`src/rtl/reg_wb_arbiter.sv`:
```
// Write-back arbiter: ALU and load unit share one registered register-file write port; a busy-bit scoreboard tracks reserved destinations.
// Define WB_RR_ARB_EN for round-robin contention; the default build gives the load unit fixed priority.
module reg_wb_arbiter (
    input  logic        clk,
    input  logic        rst,
    input  logic        alu_valid,
    input  logic [4:0]  alu_num,
    input  logic [31:0] alu_data,
    output logic        alu_ready,
    input  logic        lsu_valid,
    input  logic [4:0]  lsu_num,
    input  logic [31:0] lsu_data,
    output logic        lsu_ready,
    output logic        wr_en,
    output logic [4:0]  wr_num,
    output logic [31:0] wr_data,
    input  logic        mark_valid,
    input  logic [4:0]  mark_num,
    input  logic [4:0]  q_num1,
    output logic        q_busy1,
    input  logic [4:0]  q_num2,
    output logic        q_busy2,
    output logic [31:0] busy_vec
);

    logic        alu_fire;
    logic        lsu_fire;
    logic [4:0]  cap_num;
    logic [31:0] cap_data;

    logic        wr_en_q,   wr_en_d;
    logic [4:0]  wr_num_q,  wr_num_d;
    logic [31:0] wr_data_q, wr_data_d;
    logic [31:0] busy_q,    busy_d;

`ifdef WB_RR_ARB_EN
    // last_grant_q: 0 = ALU was granted last, 1 = LSU; reset value 1 lets the ALU win first
    logic        last_grant_q, last_grant_d;

    always_comb begin
        alu_ready = !rst && alu_valid && (!lsu_valid || last_grant_q);
        lsu_ready = !rst && lsu_valid && (!alu_valid || !last_grant_q);
    end
`else
    always_comb begin
        alu_ready = !rst && alu_valid && !lsu_valid;
        lsu_ready = !rst && lsu_valid;
    end
`endif

    always_comb begin
        alu_fire = alu_valid && alu_ready;
        lsu_fire = lsu_valid && lsu_ready;
        cap_num  = lsu_fire ? lsu_num  : alu_num;
        cap_data = lsu_fire ? lsu_data : alu_data;
    end

    // Writes to x0 are accepted but the port stays parked on zero
    always_comb begin
        wr_en_d   = 1'b0;
        wr_num_d  = 5'd0;
        wr_data_d = 32'd0;
        busy_d    = busy_q;
        if ((alu_fire || lsu_fire) && (cap_num != 5'd0)) begin
            wr_en_d         = 1'b1;
            wr_num_d        = cap_num;
            wr_data_d       = cap_data;
            busy_d[cap_num] = 1'b0;
        end
        // Applied after the clear so a same-cycle reservation survives
        if (mark_valid && (mark_num != 5'd0)) begin
            busy_d[mark_num] = 1'b1;
        end
        busy_d[0] = 1'b0;
    end

`ifdef WB_RR_ARB_EN
    always_comb begin
        last_grant_d = last_grant_q;
        if (alu_fire || lsu_fire) begin
            last_grant_d = lsu_fire;
        end
    end

    always_ff @(posedge clk or posedge rst) begin
        if (rst) begin
            last_grant_q <= 1'b1;
        end else begin
            last_grant_q <= last_grant_d;
        end
    end
`endif

    always_ff @(posedge clk or posedge rst) begin
        if (rst) begin
            wr_en_q   <= 1'b0;
            wr_num_q  <= 5'd0;
            wr_data_q <= 32'd0;
            busy_q    <= 32'd0;
        end else begin
            wr_en_q   <= wr_en_d;
            wr_num_q  <= wr_num_d;
            wr_data_q <= wr_data_d;
            busy_q    <= busy_d;
        end
    end

    assign wr_en    = wr_en_q;
    assign wr_num   = wr_num_q;
    assign wr_data  = wr_data_q;
    assign busy_vec = busy_q;
    assign q_busy1  = busy_q[q_num1];
    assign q_busy2  = busy_q[q_num2];

endmodule

```
`config.mk`:
```
export PLATFORM = sky130hd
export DESIGN_NAME = reg_wb_arbiter
export DESIGN_NICKNAME = d
export VERILOG_FILES = /design/src/rtl/reg_wb_arbiter.sv
export SDC_FILE = /design/constraint.sdc
export NUM_CORES = 1
export LEC_CHECK = 0
export CAP_MARGIN = 0
export CORE_UTILIZATION = 46
export CTS_BUF_LIST = sky130_fd_sc_hd__clkbuf_2 sky130_fd_sc_hd__clkbuf_4 sky130_fd_sc_hd__clkbuf_8
export CTS_CLUSTER_DIAMETER = 200
export DETAILED_ROUTE_END_ITERATION = 10
export PLACE_DENSITY_LB_ADDON = 0.05
export SLEW_MARGIN = 20
export SYNTH_ARGS = -nofsm -noshare
export SYNTH_HDL_FRONTEND = slang
export SYNTH_SLANG_ARGS = --single-unit
```
`constraint.sdc`:
```
create_clock -name clk -period 6.7 [get_ports clk]
set_input_delay 1.005 -clock clk [delete_from_list [all_inputs] [get_ports clk]]
set_output_delay 1.005 -clock clk [all_outputs]
set_load 0.02 [all_outputs]
```
### Word-level counts from Yosys, hierarchy flattened

Index checks and enable logic that the tools add are counted.

* register bits: 69
* output and inout bits: 74
* input bits: 94

* mux-type cells: 15
* order comparisons: 6
* reductions and logical operators: 14
* bitwise logic cells: 3

Operators with widths (number)
* 32-bit two-way mux: 4
* 32-bit AND: 1
* 32-bit NOT: 1
* 32-bit OR: 1
* 5-bit by 6-bit < comparator with 1-bit output (second input constant): 4
* 1-bit binary-select mux with 5-bit select: 2
* 1-bit demux with 5-bit select: 2
* 5-bit by 1-bit greater-or-equal comparator with 1-bit output (second input constant): 2
* 5-bit two-way mux: 2
* 5-bit nonzero test: 2
* 1-bit logical AND: 9
* 1-bit two-way mux: 5
* 1-bit logical NOT: 2
* 1-bit logical OR: 1

### Longest topological paths before layout

Gate-level depths: netlist (run 1).

* depth after elaboration: 13
* depth in mapped cells: 8
* gate-level depth less buffers: 4

### Worst setup path after synthesis (run 1)

OpenSTA, ideal clock, no wires.

* path kind: input port to output port
* from: input port q_num1[0]
* to: output port q_busy1
* stages: 5
* data arrival time: 2290 ps
* path buffers: 1
* data required time: 5695 ps
* slack: 3405 ps
* cells stage by stage: clkbuf_1 -> mux4_2 -> nand2b_1 -> o211ai_1 -> nand4_1

* cells in the longest elaborated chain, start to end: 2

Ends and longest elaborated chain
* start, declared: RTL line 19 `input logic [4:0] q_num1,`
* 1-bit binary-select mux with 5-bit select: RTL line 112 `assign q_busy1 = busy_q[q_num1];`
* 1-bit two-way mux (implied by the code): RTL line 112
* end, declared: RTL line 20 `output logic q_busy1,`

No other way between the ends. The select of a mux whose other input is x is not followed.

### Worst setup path in the final report (run 1)

* from: input port rst
* to: output port lsu_ready

* cells in the longest elaborated chain, start to end: 2

Ends and longest elaborated chain
* start, declared: RTL line 5 `input logic rst,`
* 1-bit logical NOT (no line)
* 1-bit logical AND: RTL line 47 `lsu_ready = !rst && lsu_valid;`
* end, declared: RTL line 13 `output logic lsu_ready,`

No other way between the ends.

==> results of run 1 <==
worst max-delay path, stage by stage:
cell and delay (ps):
clkdlybuf4s50_1 660, nand2b_4 540, clkinv_1 120, buf_4 260, clkdlybuf4s50_1 580
through the flow:
stage,hold slack [ps],area (µm²),setup slack [ps]
floorplan,644,3630,3400
finish,594,5560,2500
detailed placement,577,5310,2510
CTS,591,5560,2510
global placement,557,5310,2560
global route,601,5560,2370
cells in the mapped netlist, drive strengths merged:
master   number
a211oi        2
a21o          1
a21oi        40
a22oi         4
a31oi         5
and4b         1
buf          12
clkbuf       14
clkinv        1
conb          1
dfrtp        69
inv           9
mux2          2
mux2i        21
mux4          6
nand2        74
nand2b        7
nand3        13
nand3b        1
nand4         3
nor2          9
nor2b         7
nor3b         1
nor4b         1
nor4bb        3
o2111ai       2
o211ai        2
o21ai        31
o21bai        1
o31ai         1
o41ai        31
or2           1
sequential cells by signal (all words and copies together) (netlist names):
name,flops
wr_data,32
wr_num,5
busy_vec,31
wr_en,1
kinds of logic (layout without fill, tap and decap cells):
logic type	count (synthesis)	count (layout)	share of synthesized area, %
compound gates	120	120	21.4
buf+inv	36	197	5.06
flops	69	69	47.5
mux	29	29	10.4
other cells	1	1	0.103
simple gates	121	121	15.4
worst paths after layout:
check,depth (start not counted),to,startpoint,slack (ps)
max in group asynchronous,3,busy_vec[27],rst,4490
worst min register to register,2,busy_vec[10],busy_vec[10],590
worst min-delay path,2,busy_vec[10],busy_vec[10],590
worst max register to register,2,busy_vec[20],busy_vec[20],5840
worst max-delay path,5,lsu_ready,rst,2500
min in group asynchronous,2,wr_data[6],rst,1270
per-layer routing:
metal  up-vias  global-route usage (%)  wire (µm)
li1       1696                       -          -
met1      1766                    35.2       4300
met2       219                    42.3       5320
met3        30                    8.84       1170
met4         0                    11.4        223
met5         -                       0          0
power by group:
| group | leakage [µW] | switching (µW) | total (µW) | internal [µW] |
|---|---|---|---|---|
| clock network | 0.000116 | 164 | 413 | 249 |
| registers | 0.000876 | 77.7 | 557 | 479 |
| logic | 0.00131 | 229 | 475 | 245 |
final cells by class:
| cell class | count | share of cell area [%] |
|---|---|---|
| Multi-Input combinational cell | 271 | 31.0 |
| Sequential cell | 69 | 31.1 |
| Clock inverter | 7 | 2.21 |
| Clock buffer | 9 | 2.23 |
| Tap cell | 102 | 2.30 |
| Inverter | 10 | 0.675 |
| Timing Repair Buffer | 171 | 30.6 |
==> summary.md, run 1 <==
| Metric | Value |
|---|---|
| Status | `completed` |
| Unrepaired setup endpoints after global routing | `no` |
| Register bit total from synthesis | `69` |
| Reg area | `1730 µm²` |
| IO Pins | `168` |
| Lkg Pwr | `0.00231 µW` |
| Pwr per Cell Area | `260 nW/µm²` |
| Final-layout setup total negative slack | `0 ps` |
| Routed WL | `11,000 µm` |
| Syn Std Cell Area | `3630 µm²` |
| Synth top area cells | `dfrtp_1, nand2_1, o41ai_1, a21oi_1, mux2i_1` |
| TritonRoute pass-1 iters | `5` |
| CTS root buffer | `clkbuf_8` |
| Yosys warning count | `0` |
| Layout cells sized above 1 | `6.52%` |
| Die ar. | `8260 µm²` |
| Area growth, synth to finish | `53.0%` |
| Routed via count | `3,711` |
| Cts repair resizes | `0` |
| Hpwl dp | `8020 µm` |
| Worst-path clk slew | `70 ps` |
| N_diodes | `0` |
| CTS sink cnt | `69` |
| Routed vias/inst | `5.81` |
| Largest net degree at the start of global routing | `46` |
| Startpoint types | `input pin` |
| Final std cells w/o fill | `639` |
| Final Util | `72.3%` |
| Final ANT Viol Nets | `0` |
| Relative slew slack | `31.3%` |
| Worst-path maximum fanout | `45` |
| Most common cell after layout, fill and taps aside | `clkdlybuf4s50_1` |
| RePlAce Congestion | `0.892` |
| Initial Utilization | `47.2%` |
| Layout fillers | `608` |
| Critical path type | `input pin to output pin` |
| Leading area contributor after synthesis | `dfrtp_1` |
| Worst Tran Pin Value | `1030 ps` |
| Setup crit end kind | `output pin` |
| Worst-case vdd ir drop | `130 µV` |
| Most frequent cells in the layout | `clkdlybuf4s50_1, nand2_1, dfrtp_1` |
| Wire per inst | `17.2 µm` |
| DRC viols | `0` |
| Clk_lat worst skew | `330 ps` |
| Hold Buf Count CTS | `0` |
| # H-tree levels | `3` |
| Fmax | `238 MHz` |
| Die width | `90.9 µm` |
| DR iter-0 viols | `411` |
| Number of port buffers | `166` |
| First-pass GRT wire length | `17,700 µm` |
| Synth Instances | `376` |
| Total nets after synthesis | `470` |
| Max Clock Skew | `0 ps` |
| Placed Cells | `623` |
| Fin crit share | `62.7%` |
| Area of the multi-input gates | `1720 µm²` |
| Max-slew violations | `0` |
| Maximum capacitance violations | `0` |
| Nets | `626` |
| Synth cell types | `38` |
| Post-synth top area share | `47.5%` |
| Post-Synthesis Mean Instance Area | `9.66 µm²` |
| WP data arrival | `3190 ps` |
| Min Tclk post-route | `4200 ps` |
| Total congestion overflow | `0` |
| Setup Viol. Count Final | `0` |
| CTS max path bufs | `2` |
| TritonCTS Buffers | `9` |
| HP Class | `flip-flop to flip-flop` |
| CTS tree | `yes` |
| Die Span Y | `90.9 µm` |
| Worst Path Required | `5690 ps` |
| Endpoints failing hold | `0` |
| Vias in the first global route | `3,475` |
| Seq/Total Area, Yosys | `47.5%` |
| Pwr Total | `1440 µW` |
| Row count | `32` |
| GRT Util Overall | `27.3%` |
| Core area | `7690 µm²` |
| Initial antenna violation count | `0` |
| Postcts setup bufs | `0` |
(Power assumes the default switching activity.)
==> inputs of run 2 (changes only) <==
- CORE_UTILIZATION: 46 -> 39
- clock period: 6.7 -> 3.6 ns (I/O delays scaled with it)
==> run 2 against run 1 <==
  * The run now ends with DRC left
  * Sequential share of layout area fell by 0.084 points
  * Clock power rose by 72%
  * Sequential cell count did not move
  * Routed wire length rose by 4.1%
  * Combinational power rose by 87%
  * Setup slack got worse by 2100 ps
  * Clock skew did not move
  * Critical endpoint is now q_busy2
  * Largest power group unchanged
==> summary.md, run 2 (synthesis gave the netlist of run 1 again) <==
| Metric | Value |
|---|---|
| Failing checks | `DRC` |
| Hpwl dp | `8650 µm (+7.9%)` |
| TritonCTS Buffers | `9 (unchanged)` |
| Metal2 WL | `5710 µm (+7.3%)` |
| Top delay family on crit path | `buffers and inverters` |
| CP bufs+invs | `2 (-2)` |
| RePlAce Congestion | `0.871 (-2.4%)` |
| Routed vias/inst | `5.52 (-4.9%)` |
| Vias in the first global route | `3,530 (+1.6%)` |
| Hold Path Depth | `2 (unchanged)` |
| Unrepaired setup endpoints after global routing | `no` |
| Initial Utilization | `41.0% (-6.2 points)` |
| Part of the power in combinational logic | `33.7% (+0.8 points)` |
| CTS root buffer | `clkbuf_8` |
| TritonRoute pass-1 iters | `7 (+2)` |
| IO Pins | `168 (unchanged)` |
| Lkg Pwr | `0.00232 µW (+0.65%)` |
| Final ANT Viol Nets | `0 (unchanged)` |
| Cts repair resizes | `0 (unchanged)` |
| Area growth, synth to finish | `53.5%` |
| Worst Path Required | `3060 ps (-2630 ps)` |
| Largest register FFs | `32 (unchanged)` |
| Switching Power | `876 µW (+86%)` |
| Max Clock Skew | `0 ps (unchanged)` |
| Wire per inst | `17.7 µm (+2.5%)` |
| Startpoint types | `input pin` |
| Min Tclk post-route | `3230 ps` |
| Worst-path clk slew | `70 ps (about the same)` |
| DRC viols | `7 (+7)` |
| N_diodes | `0 (unchanged)` |
| CTS max path bufs | `2 (unchanged)` |
| Final Util | `63.0% (-9.3 points)` |
| Clock power frac | `26.9% (-1.7 points)` |
| HP Class | `flip-flop to flip-flop` |
| # H-tree levels | `3 (unchanged)` |
| Row count | `34 (+6.3%)` |
| Area of the multi-input gates | `1720 µm² (unchanged)` |
| Setup Viol. Count Final | `0 (unchanged)` |
| Relative slew slack | `38.0% (+6.7 points)` |
| Critical path type | `input pin to output pin` |
| Status | `complete, but fails checks` |
| Pwr per Cell Area | `473 nW/µm² (+82%)` |
| Postcts setup bufs | `0 (unchanged)` |
| Max-slew violations | `0 (unchanged)` |
| Worst-path maximum fanout | `7 (-84%)` |
| Pre-CTS setup slack | `369 ps (-2140 ps)` |
| Metal1 wirelength | `4550 µm (+5.8%)` |
| GRT Util Overall | `23.9% (-3.4 points)` |
| Worst-case vdd ir drop | `181 µV (+40%)` |
| Initial antenna violation count | `0 (unchanged)` |
| Switching part of the total power | `33.2% (+0.65 points)` |
| Sequential share of power | `39.4% (+0.8 points)` |
| CTS sink cnt | `69 (unchanged)` |
| Cell Int Power | `1760 µW (+81%)` |
| Fmax | `310 MHz` |
| Routed WL | `11,500 µm (+4.1%)` |
| Worst path max stage delay | `660 ps (about the same)` |
| Worst Tran Pin Value | `925 ps (-101 ps)` |
| Core area | `8850 µm² (+15%)` |
| CP cell instances | `clkdlybuf4s50_1, mux4_2, nand2b_1, o2111ai_1, nand4_1, clkdlybuf4s50_1` |
| DR iter-0 viols | `179 (-56%)` |
| Slowest cell on crit path | `clkdlybuf4s50_1` |
| Critical path depth in cells | `6 (+1)` |
| DR WL met3 | `1050 µm (-11%)` |
| Most frequent cells in the layout | `clkdlybuf4s50_1, nand2_1, dfrtp_1` |
| Die ar. | `9700 µm² (+18%)` |
| Maximum capacitance violations | `0 (unchanged)` |
| Most common cell after layout, fill and taps aside | `clkdlybuf4s50_1` |
| Nets | `630 (+0.64%)` |
| WP data arrival | `2690 ps (-500 ps)` |
| First-pass GRT wire length | `17,800 µm (+0.86%)` |
| Endpoints failing hold | `0 (unchanged)` |
| Routed via count | `3,585 (-3.4%)` |
| Clk_lat worst skew | `340 ps (about the same)` |
| Number of port buffers | `166 (unchanged)` |
| Reg area | `1730 µm² (unchanged)` |
| Top sig layer | `met4` |
| Die Span Y | `98.5 µm (+8.4%)` |
| Largest net degree at the start of global routing | `35 (-24%)` |
| Final-layout setup total negative slack | `0 ps (unchanged)` |
| Total congestion overflow | `0 (unchanged)` |
| CP most frequent cell | `clkdlybuf4s50_1` |
| Layout fillers | `796 (+31%)` |
| Layout cells sized above 1 | `7.21% (+0.69 points)` |
| Min setup slack post-route | `372 ps (-2130 ps)` |
| Die width | `98.5 µm (+8.4%)` |
| Setup crit end kind | `output pin` |
| FF-to-FF path depth | `2 (unchanged)` |
| Fin crit share | `89.7%` |
| CTS tree | `yes` |
| Hold Buf Count CTS | `0 (unchanged)` |
-- run 2: final timing paths --
kind,slack (ps),end,start
min reg2reg,580,busy_vec[19],busy_vec[19]
max reg2reg,2770,busy_vec[9],busy_vec[9]
max,370,q_busy2,q_num2[0]
min in group asynchronous,880,busy_vec[11],rst
max in group asynchronous,2000,wr_data[30],rst
min,580,busy_vec[19],busy_vec[19]
-- run 2: worst min-delay path: stages, from the launching register on --
cell and delay (ps):
dfrtp_1 400, o41ai_1 80, o21ai_0 70
-- run 2: area by class of cell --
| class | count | share of cell area (%) |
|---|---|---|
| Timing Repair Buffer | 175 | 31.0 |
| Sequential cell | 69 | 31.0 |
| Multi-Input combinational cell | 271 | 30.9 |
| Clock buffer | 10 | 2.47 |
| Tap cell | 108 | 2.42 |
| Clock inverter | 6 | 1.55 |
| Inverter | 10 | 0.673 |
-- run 2: power by group through the flow --
stage               registers, µW  clock network, µW  logic, µW
floorplan                    1140                  0        315
detailed placement           1050                  0        891
finish                       1040                709        887
CTS                          1040                726        892
global placement             1050                  0        874
global route                 1050                755        948
-- run 2: metrics by stage --
stage | instances | hold WS [ps] | cell area (µm²) | total power, µW
after detailed placement | 633 | 574 | 5350 | 1940
final | 649 | 584 | 5570 | 2640
after global routing | 649 | 624 | 5570 | 2750
after global placement | 633 | 568 | 5350 | 1920
after floorplan | 376 | 644 | 3630 | 1460
after CTS | 649 | 591 | 5570 | 2650
-- run 2: metal layers --
layer,vias up,GRT usage (%)
li1,1699,-
met1,1709,28.3
met2,160,41.4
met3,17,6.67
met4,0,8.84
met5,-,0
